--- src/rtl/countdown_ctrl_if.sv ---
// ============================================================================
// Module   : countdown_ctrl_if
// Brief    : Front-panel bus between board buttons / datapath and countdown_ctrl.
// Revision : 1.0  initial release
// ============================================================================
`default_nettype none

interface countdown_ctrl_if;
  logic        btn_up;
  logic        btn_down;
  logic        btn_left;
  logic        btn_right;
  logic        btn_start;
  logic        finish;
  logic [31:0] preset;
  logic        go;
  logic [2:0]  cursor;
  logic        blink;
  logic        alarm;

  // Board / datapath side: drives raw buttons and finish, observes controls.
  modport master (
    output btn_up, btn_down, btn_left, btn_right, btn_start, finish,
    input  preset, go, cursor, blink, alarm
  );

  // Sequencer side.
  modport slave (
    input  btn_up, btn_down, btn_left, btn_right, btn_start, finish,
    output preset, go, cursor, blink, alarm
  );
endinterface

`default_nettype wire

--- src/rtl/countdown_ctrl.sv ---
// ============================================================================
// Module   : countdown_ctrl
// Brief    : Button debounce, BCD preset editor, run control and timed alarm
//            for the countdown timer datapath.
// Revision : 1.0  initial release
// ============================================================================
`default_nettype none

module countdown_ctrl #(
  parameter int unsigned DEBOUNCE_CYC = 1_000_000,
  parameter int unsigned BLINK_CYC    = 25_000_000,
  parameter int unsigned ALARM_CYC    = 500_000_000,
  parameter logic [31:0] PRESET_INIT  = 32'h00F01F00
) (
  input wire              clk,
  input wire              rst,
  countdown_ctrl_if.slave bus
);

  localparam int unsigned c_db_w    = (DEBOUNCE_CYC > 1) ? $clog2(DEBOUNCE_CYC) : 1;
  localparam int unsigned c_blink_w = (BLINK_CYC > 1) ? $clog2(BLINK_CYC) : 1;
  localparam int unsigned c_alarm_w = (ALARM_CYC > 1) ? $clog2(ALARM_CYC) : 1;

  localparam logic [c_db_w-1:0]    c_db_last    = c_db_w'(DEBOUNCE_CYC - 1);
  localparam logic [c_blink_w-1:0] c_blink_last = c_blink_w'(BLINK_CYC - 1);
  localparam logic [c_alarm_w-1:0] c_alarm_last = c_alarm_w'(ALARM_CYC - 1);

  localparam logic [31:0] c_preset_zero = 32'h00F00F00;

  // Button vector order doubles as event priority: higher index wins.
  localparam int c_b_right = 0;
  localparam int c_b_left  = 1;
  localparam int c_b_down  = 2;
  localparam int c_b_up    = 3;
  localparam int c_b_start = 4;

  typedef enum logic [1:0] {
    S_EDIT  = 2'd0,
    S_RUN   = 2'd1,
    S_ALARM = 2'd2
  } state_t;

  state_t r_state;
  state_t w_state_nxt;

  logic [4:0] w_btn_raw;
  logic [4:0] r_btn_s1;
  logic [4:0] r_btn_s2;
  logic       r_fin_s1;
  logic       r_fin_s2;
  logic [4:0] w_event;

  logic [31:0]          r_preset;
  logic [31:0]          w_preset_nxt;
  logic [2:0]           r_cursor;
  logic [2:0]           w_cursor_nxt;
  logic                 r_blink;
  logic [c_blink_w-1:0] r_blink_cnt;
  logic                 w_blink_clr;
  logic [c_alarm_w-1:0] r_alarm_cnt;

  logic       w_ev_start;
  logic       w_ev_up;
  logic       w_ev_down;
  logic       w_ev_left;
  logic       w_ev_right;
  logic       w_ev_any;
  logic [2:0] w_pos;
  logic [3:0] w_dmax;
  logic [3:0] w_digit;
  logic [3:0] w_digit_nxt;
  logic       w_go;
  logic       w_alarm;

  assign w_btn_raw = {bus.btn_start, bus.btn_up, bus.btn_down, bus.btn_left, bus.btn_right};

  always_ff @(posedge clk or posedge rst) begin
    if (rst) begin
      r_btn_s1 <= '0;
      r_btn_s2 <= '0;
      r_fin_s1 <= 1'b0;
      r_fin_s2 <= 1'b0;
    end else begin
      r_btn_s1 <= w_btn_raw;
      r_btn_s2 <= r_btn_s1;
      r_fin_s1 <= bus.finish;
      r_fin_s2 <= r_fin_s1;
    end
  end

  // A new level is accepted only after DEBOUNCE_CYC consecutive samples that
  // differ from the current accepted level; only rising acceptances pulse.
  for (genvar gi = 0; gi < 5; gi++) begin : g_debounce
    logic [c_db_w-1:0] r_cnt;
    logic              r_level;
    logic              r_event;

    always_ff @(posedge clk or posedge rst) begin
      if (rst) begin
        r_cnt   <= '0;
        r_level <= 1'b0;
        r_event <= 1'b0;
      end else begin
        r_event <= 1'b0;
        if (r_btn_s2[gi] == r_level) begin
          r_cnt <= '0;
        end else if (r_cnt == c_db_last) begin
          r_cnt   <= '0;
          r_level <= r_btn_s2[gi];
          r_event <= r_btn_s2[gi];
        end else begin
          r_cnt <= r_cnt + c_db_w'(1);
        end
      end
    end

    assign w_event[gi] = r_event;
  end

  assign w_ev_start = w_event[c_b_start];
  assign w_ev_up    = w_event[c_b_up]    & ~w_event[c_b_start];
  assign w_ev_down  = w_event[c_b_down]  & ~(|w_event[c_b_start:c_b_up]);
  assign w_ev_left  = w_event[c_b_left]  & ~(|w_event[c_b_start:c_b_down]);
  assign w_ev_right = w_event[c_b_right] & ~(|w_event[c_b_start:c_b_left]);
  assign w_ev_any   = |w_event;

  // Cursor to nibble position; nibbles 2 and 5 are the 4'hF fillers.
  always_comb begin
    w_pos  = 3'd0;
    w_dmax = 4'd9;
    case (r_cursor)
      3'd0:    w_pos = 3'd0;
      3'd1:    begin w_pos = 3'd1; w_dmax = 4'd5; end
      3'd2:    w_pos = 3'd3;
      3'd3:    begin w_pos = 3'd4; w_dmax = 4'd5; end
      3'd4:    w_pos = 3'd6;
      3'd5:    w_pos = 3'd7;
      default: w_pos = 3'd0;
    endcase
  end

  assign w_digit = r_preset[{w_pos, 2'b00} +: 4];

  always_ff @(posedge clk or posedge rst) begin
    if (rst) begin
      r_state <= S_EDIT;
    end else begin
      r_state <= w_state_nxt;
    end
  end

  always_comb begin
    w_state_nxt  = r_state;
    w_preset_nxt = r_preset;
    w_cursor_nxt = r_cursor;
    w_digit_nxt  = w_digit;
    w_blink_clr  = 1'b0;
    w_go         = 1'b0;
    w_alarm      = 1'b0;
    case (r_state)
      S_EDIT: begin
        if (w_ev_start) begin
          if (r_preset != c_preset_zero) begin
            w_state_nxt = S_RUN;
          end
        end else if (w_ev_up) begin
          w_digit_nxt = (w_digit == w_dmax) ? 4'd0 : w_digit + 4'd1;
          w_preset_nxt[{w_pos, 2'b00} +: 4] = w_digit_nxt;
          w_blink_clr = 1'b1;
        end else if (w_ev_down) begin
          w_digit_nxt = (w_digit == 4'd0) ? w_dmax : w_digit - 4'd1;
          w_preset_nxt[{w_pos, 2'b00} +: 4] = w_digit_nxt;
          w_blink_clr = 1'b1;
        end else if (w_ev_left) begin
          w_cursor_nxt = (r_cursor == 3'd5) ? 3'd0 : r_cursor + 3'd1;
          w_blink_clr  = 1'b1;
        end else if (w_ev_right) begin
          w_cursor_nxt = (r_cursor == 3'd0) ? 3'd5 : r_cursor - 3'd1;
          w_blink_clr  = 1'b1;
        end
      end
      S_RUN: begin
        w_go = 1'b1;
        if (r_fin_s2) begin
          w_state_nxt = S_ALARM;
        end else if (w_ev_start) begin
          w_state_nxt = S_EDIT;
        end
      end
      S_ALARM: begin
        w_alarm = 1'b1;
        if (w_ev_any || (r_alarm_cnt == c_alarm_last)) begin
          w_state_nxt = S_EDIT;
        end
      end
      default: w_state_nxt = S_EDIT;
    endcase
    if ((w_state_nxt == S_EDIT) && (r_state != S_EDIT)) begin
      w_blink_clr = 1'b1;
    end
  end

  always_ff @(posedge clk or posedge rst) begin
    if (rst) begin
      r_preset <= PRESET_INIT;
      r_cursor <= 3'd0;
    end else begin
      r_preset <= w_preset_nxt;
      r_cursor <= w_cursor_nxt;
    end
  end

  // Cleared as soon as EDIT is left so blink is already 0 in the first RUN cycle.
  always_ff @(posedge clk or posedge rst) begin
    if (rst) begin
      r_blink_cnt <= '0;
      r_blink     <= 1'b0;
    end else if (w_blink_clr || (w_state_nxt != S_EDIT)) begin
      r_blink_cnt <= '0;
      r_blink     <= 1'b0;
    end else if (r_blink_cnt == c_blink_last) begin
      r_blink_cnt <= '0;
      r_blink     <= ~r_blink;
    end else begin
      r_blink_cnt <= r_blink_cnt + c_blink_w'(1);
    end
  end

  always_ff @(posedge clk or posedge rst) begin
    if (rst) begin
      r_alarm_cnt <= '0;
    end else if ((r_state == S_ALARM) && (w_state_nxt == S_ALARM)) begin
      r_alarm_cnt <= r_alarm_cnt + c_alarm_w'(1);
    end else begin
      r_alarm_cnt <= '0;
    end
  end

  assign bus.preset = r_preset;
  assign bus.go     = w_go;
  assign bus.cursor = r_cursor;
  assign bus.blink  = r_blink;
  assign bus.alarm  = w_alarm;

endmodule

`default_nettype wire

--- src/flat_wrapper.sv ---
// flat-port wrapper written by rule: the top's interface ports become plain ports
module countdown_ctrl_flat 
#(
  parameter int unsigned DEBOUNCE_CYC = 1_000_000,
  parameter int unsigned BLINK_CYC    = 25_000_000,
  parameter int unsigned ALARM_CYC    = 500_000_000,
  parameter logic [31:0] PRESET_INIT  = 32'h00F01F00
)
  (clk, rst, bus_btn_up, bus_btn_down, bus_btn_left, bus_btn_right, bus_btn_start, bus_finish, bus_preset, bus_go, bus_cursor, bus_blink, bus_alarm);
  countdown_ctrl_if bus_i ();
  input wire clk;
  input wire rst;
  input wire logic [$bits(bus_i.btn_up)-1:0] bus_btn_up;
  input wire logic [$bits(bus_i.btn_down)-1:0] bus_btn_down;
  input wire logic [$bits(bus_i.btn_left)-1:0] bus_btn_left;
  input wire logic [$bits(bus_i.btn_right)-1:0] bus_btn_right;
  input wire logic [$bits(bus_i.btn_start)-1:0] bus_btn_start;
  input wire logic [$bits(bus_i.finish)-1:0] bus_finish;
  output wire logic [$bits(bus_i.preset)-1:0] bus_preset;
  output wire logic [$bits(bus_i.go)-1:0] bus_go;
  output wire logic [$bits(bus_i.cursor)-1:0] bus_cursor;
  output wire logic [$bits(bus_i.blink)-1:0] bus_blink;
  output wire logic [$bits(bus_i.alarm)-1:0] bus_alarm;
  assign bus_i.btn_up = bus_btn_up;
  assign bus_i.btn_down = bus_btn_down;
  assign bus_i.btn_left = bus_btn_left;
  assign bus_i.btn_right = bus_btn_right;
  assign bus_i.btn_start = bus_btn_start;
  assign bus_i.finish = bus_finish;
  assign bus_preset = bus_i.preset;
  assign bus_go = bus_i.go;
  assign bus_cursor = bus_i.cursor;
  assign bus_blink = bus_i.blink;
  assign bus_alarm = bus_i.alarm;
  countdown_ctrl #(.DEBOUNCE_CYC(DEBOUNCE_CYC), .BLINK_CYC(BLINK_CYC), .ALARM_CYC(ALARM_CYC), .PRESET_INIT(PRESET_INIT)) u_core (.clk(clk), .rst(rst), .bus(bus_i));
endmodule
--- config.mk ---
export PLATFORM = sky130hd
export DESIGN_NAME = countdown_ctrl_flat
export DESIGN_NICKNAME = d
export VERILOG_FILES = /design/src/rtl/countdown_ctrl_if.sv /design/src/rtl/countdown_ctrl.sv /design/src/flat_wrapper.sv
export SDC_FILE = /design/constraint.sdc
export NUM_CORES = 1
export LEC_CHECK = 0
export BUFFER_PORTS_ARGS = -buffer_cell sky130_fd_sc_hd__buf_4
export CAP_MARGIN = 40
export CORE_AREA = 4 4 150 152
export CTS_CLUSTER_DIAMETER = 150
export DETAILED_ROUTE_END_ITERATION = 10
export DIE_AREA = 0 0 154 156
export PLACE_DENSITY = 0.72
export SYNTH_ARGS = -nofsm -noshare
export SYNTH_HDL_FRONTEND = slang
export SYNTH_SLANG_ARGS = --single-unit
--- constraint.sdc ---
create_clock -name clk -period 11.63 [get_ports clk]
set_clock_uncertainty 0.2 [all_clocks]
set_input_delay 2.326 -clock clk [delete_from_list [all_inputs] [get_ports clk]]
set_output_delay 2.326 -clock clk [all_outputs]
set_load 0.05 [all_outputs]
==> flow_summary.yaml <==
cells_and_area:
  synthToLayoutAreaGrowth_pct: 12.8
  layout-drive-gt1-share: 0.119
  design.final.nets: 1120
  area.sequential_um2: 5370
  combined_area_of_the_multi_input_logic_cells_um2: 4850
  fillerInstances: 1807
  antenna_cells_inserted: 0
worst_setup_path:
  cp_data_required_time_ps: 11870
  cp_slowest_cell: "sky130_fd_sc_hd__dfrtp_1"
  critPathArrivalTime_ps: 4640
  critical_path.endpoint_type: "flop"
  worst-setup-path-type: "flop to flop"
  cp_peak_stage_delay_ps: 860
  maximum_fanout_count_along_the_critical_path: 28
  timing.critical_path.from_type: "flop"
  timing.critical_path.cells: "inv_1 -> nor2_1 -> ha_1 -> mux2i_1 -> a22oi_1 -> o22ai_1 -> nor2_1 -> inv_1 -> ha_1 -> o21a_1 -> a21oi_1 -> mux2_2"
detailed_routing:
  finalWirelength_um: 20600
  dr_drc_count: 0
  routedWlPerCell_um: 14.8
  via_per_inst: 5.45
  route.antenna.remaining_nets: 0
  routed-via-count: 7561
  dr.first_iter.drc_count: 359
  detail_route.first_pass.iterations: 5
global_route:
  grt_pass1_wl_um: 35500
  grt_start_max_net_pins: 100
  groute.usage.overall: 0.173
  grt_remaining_overflow: 0
  initial_antenna_violation_count: 0
  grt_pass1_vias: 7379
timing:
  totalNegativeSetupSlack_ps: 0
  timing.final.crit_period_ps: 4390
  finalHoldViolCount: 0
  timing.final.ws_setup_ps: 7240
  worstMarginPinSlew_ps: 936
  slew_viol_final: 0
  rsz_0062_raised_after_global_routing: "false"
  setup_viol: 0
  max-slew-margin-rel: 0.360
  max_clock_freq_ghz: 0.228
  min_period_over_period: 0.378
  timing.hold.ws_ps: 147
die:
  die-width_um: 154
  initial_utilization: 0.497
  area_of_the_die_um2: 24000
  floorplan.rows: 53
  ioPinCount: 46
  placeableCoreArea_um2: 21000
  floorplan.die.height_um: 156
yosys:
  synth.yosys.seq_area_share: 0.513
  post-synth-top-count-cell: "sky130_fd_sc_hd__dfrtp_1"
  synth-seq-cells: 214
  synth.area.top_cells: "sky130_fd_sc_hd__dfrtp_1, sky130_fd_sc_hd__xor2_1, sky130_fd_sc_hd__nor2_1"
  synthesis.instances: 1052
  synth-warning-count: 0
  area_of_the_mapped_netlist_um2: 10500
  syn_area_per_cell_um2: 9.94
  yosys.area.top_type_share: 0.491
  synth_ff_type: "sky130_fd_sc_hd__dfrtp_1"
  post_synth_top_area_cell: "sky130_fd_sc_hd__dfrtp_1"
  synth.net_count: 1073
  number_of_enable_type_register_cells_in_the_synthesized_netlist: 0
  async_flop_share: 1.00
  netlist_top_cells_count: "sky130_fd_sc_hd__dfrtp_1, sky130_fd_sc_hd__nor2_1, sky130_fd_sc_hd__xor2_1"
  synthDistinctLibCells: 69
outcome:
  status: "finished clean"
min_path:
  worst_hold_path_type: "flop to flop"
cts:
  insertion_delay_ps: 510
  post-cts-setup-buffer-count: 0
  cts-buffers-inserted: 23
  clock_tree.root_cell: "sky130_fd_sc_hd__clkbuf_16"
  ctsLongestPathBuffers: 3
  hold_buffers: 0
  cts_resized: 0
  tritoncts_num_sinks: 214
  h-tree-depth: 1
  clock_tree_from_tritoncts: "done"
  worst_setup_hold_path_clk_slew_ps: 60
place:
  io_buffers: 45
  gp_congestion: 0.867
  detailedPlace.worstSlack_ps: 7350
  post-dp-hpwl_um: 14000
power:
  leakagePower_nw: 5.18
  power.density_nw_per_um2: 126
  max-vdd-ir-drop_v: 0.0000923
run:
  cap_violations: 0
==> metrics by stage <==
| stage | utilization | std cells | total power (W) | area (um2) |
|---|---|---|---|---|
| floorplan | - | 1052 | 0.000791 | 10500 |
| global placement | 0.524 | 1347 | 0.000800 | 11000 |
| detailed placement | 0.527 | 1349 | 0.000803 | 11100 |
| CTS | 0.561 | 1388 | 0.00151 | 11800 |
| global route | 0.561 | 1388 | 0.00155 | 11800 |
| finish | 0.561 | 1388 | 0.00149 | 11800 |
==> layer usage <==
layer  vias to the layer above  wire length [um]  GRT usage
met5                         -                 0          0
met4                         0               487     0.0530
met3                        37              1030     0.0252
met2                       149              9520      0.278
met1                      3653              9550      0.244
li1                       3722                 -          -
==> cells by family after synthesis <==
kind of cell | count (synthesis) | share of synthesized area
buffers and inverters | 54 | 0.0231
AND/OR/NAND/NOR | 503 | 0.236
AO/OA/AOI/OAI | 107 | 0.0689
adder cells (fa/ha/maj) | 13 | 0.0156
XOR/XNOR | 131 | 0.110
multiplexers | 30 | 0.0330
flip-flops | 214 | 0.513
==> layout make-up <==
cell class,instances,share of cell area
clock buffer,34,0.0565
clock inverter,5,0.00488
inverter,28,0.00955
multi-input combinational,784,0.411
sequential,214,0.455
tap,275,0.0292
timing repair buffer,48,0.0339
==> where the power goes <==
| group | switching, W | internal [W] | total (W) |
|---|---|---|---|
| Sequential | 0.00000515 | 0.000751 | 0.000756 |
| Clock | 0.000284 | 0.000418 | 0.000701 |
| Combinational | 0.0000233 | 0.00000868 | 0.0000320 |
==> layout by cell type (no fill, tap or decap), types with 27 or more instances in the layout <==
| master | count |
|---|---|
| sky130_fd_sc_hd__xor2_1 | 83 |
| sky130_fd_sc_hd__and3_1 | 38 |
| sky130_fd_sc_hd__dfrtp_1 | 205 |
| sky130_fd_sc_hd__nand2_1 | 81 |
| sky130_fd_sc_hd__buf_4 | 46 |
| sky130_fd_sc_hd__nor2_1 | 185 |
| sky130_fd_sc_hd__inv_1 | 27 |
| sky130_fd_sc_hd__a21oi_1 | 30 |
| sky130_fd_sc_hd__nand3_1 | 70 |
| sky130_fd_sc_hd__xnor2_1 | 48 |
==> registers in the layout (all words and copies together), names as in the netlist <==
name and cells:
u_core.bus.cursor 3, u_core.bus.blink 1, u_core.bus.preset 32, u_core.r_fin_s2 1, u_core.r_alarm_cnt 29, u_core.r_state 2
u_core.r_blink_cnt 25, u_core.r_btn_s2 5, u_core.g_debounce.r_cnt 100, u_core.g_debounce.r_level 5, u_core.g_debounce.r_event 5, u_core.r_fin_s1 1
u_core.r_btn_s1 5
==> worst paths after layout <==
path	startpoint	endpoint	slack [ps]	cells after the start
worst max-delay path	u_core.bus.cursor[1]	u_core.bus.preset[10]	7240	12
worst min-delay path	u_core.r_btn_s1[1]	u_core.r_btn_s2[1]	150	0
worst max register to register	u_core.bus.cursor[1]	u_core.bus.preset[10]	7240	12
worst min register to register	u_core.r_btn_s1[1]	u_core.r_btn_s2[1]	150	0
max in group asynchronous	rst	u_core.g_debounce[1].r_cnt[4]	8340	5
min in group asynchronous	rst	u_core.g_debounce[3].r_cnt[12]	1590	2
==> worst max-delay path, delay by kind of cell, from the launching register on <==
family	cells	cell delay [ps]
compound gates	4	1230
flops	1	860
fa+ha+maj	2	740
simple gates	2	570
mux	2	450
buf+inv	2	260
No activity file was read; power rests on OpenSTA's default activity.
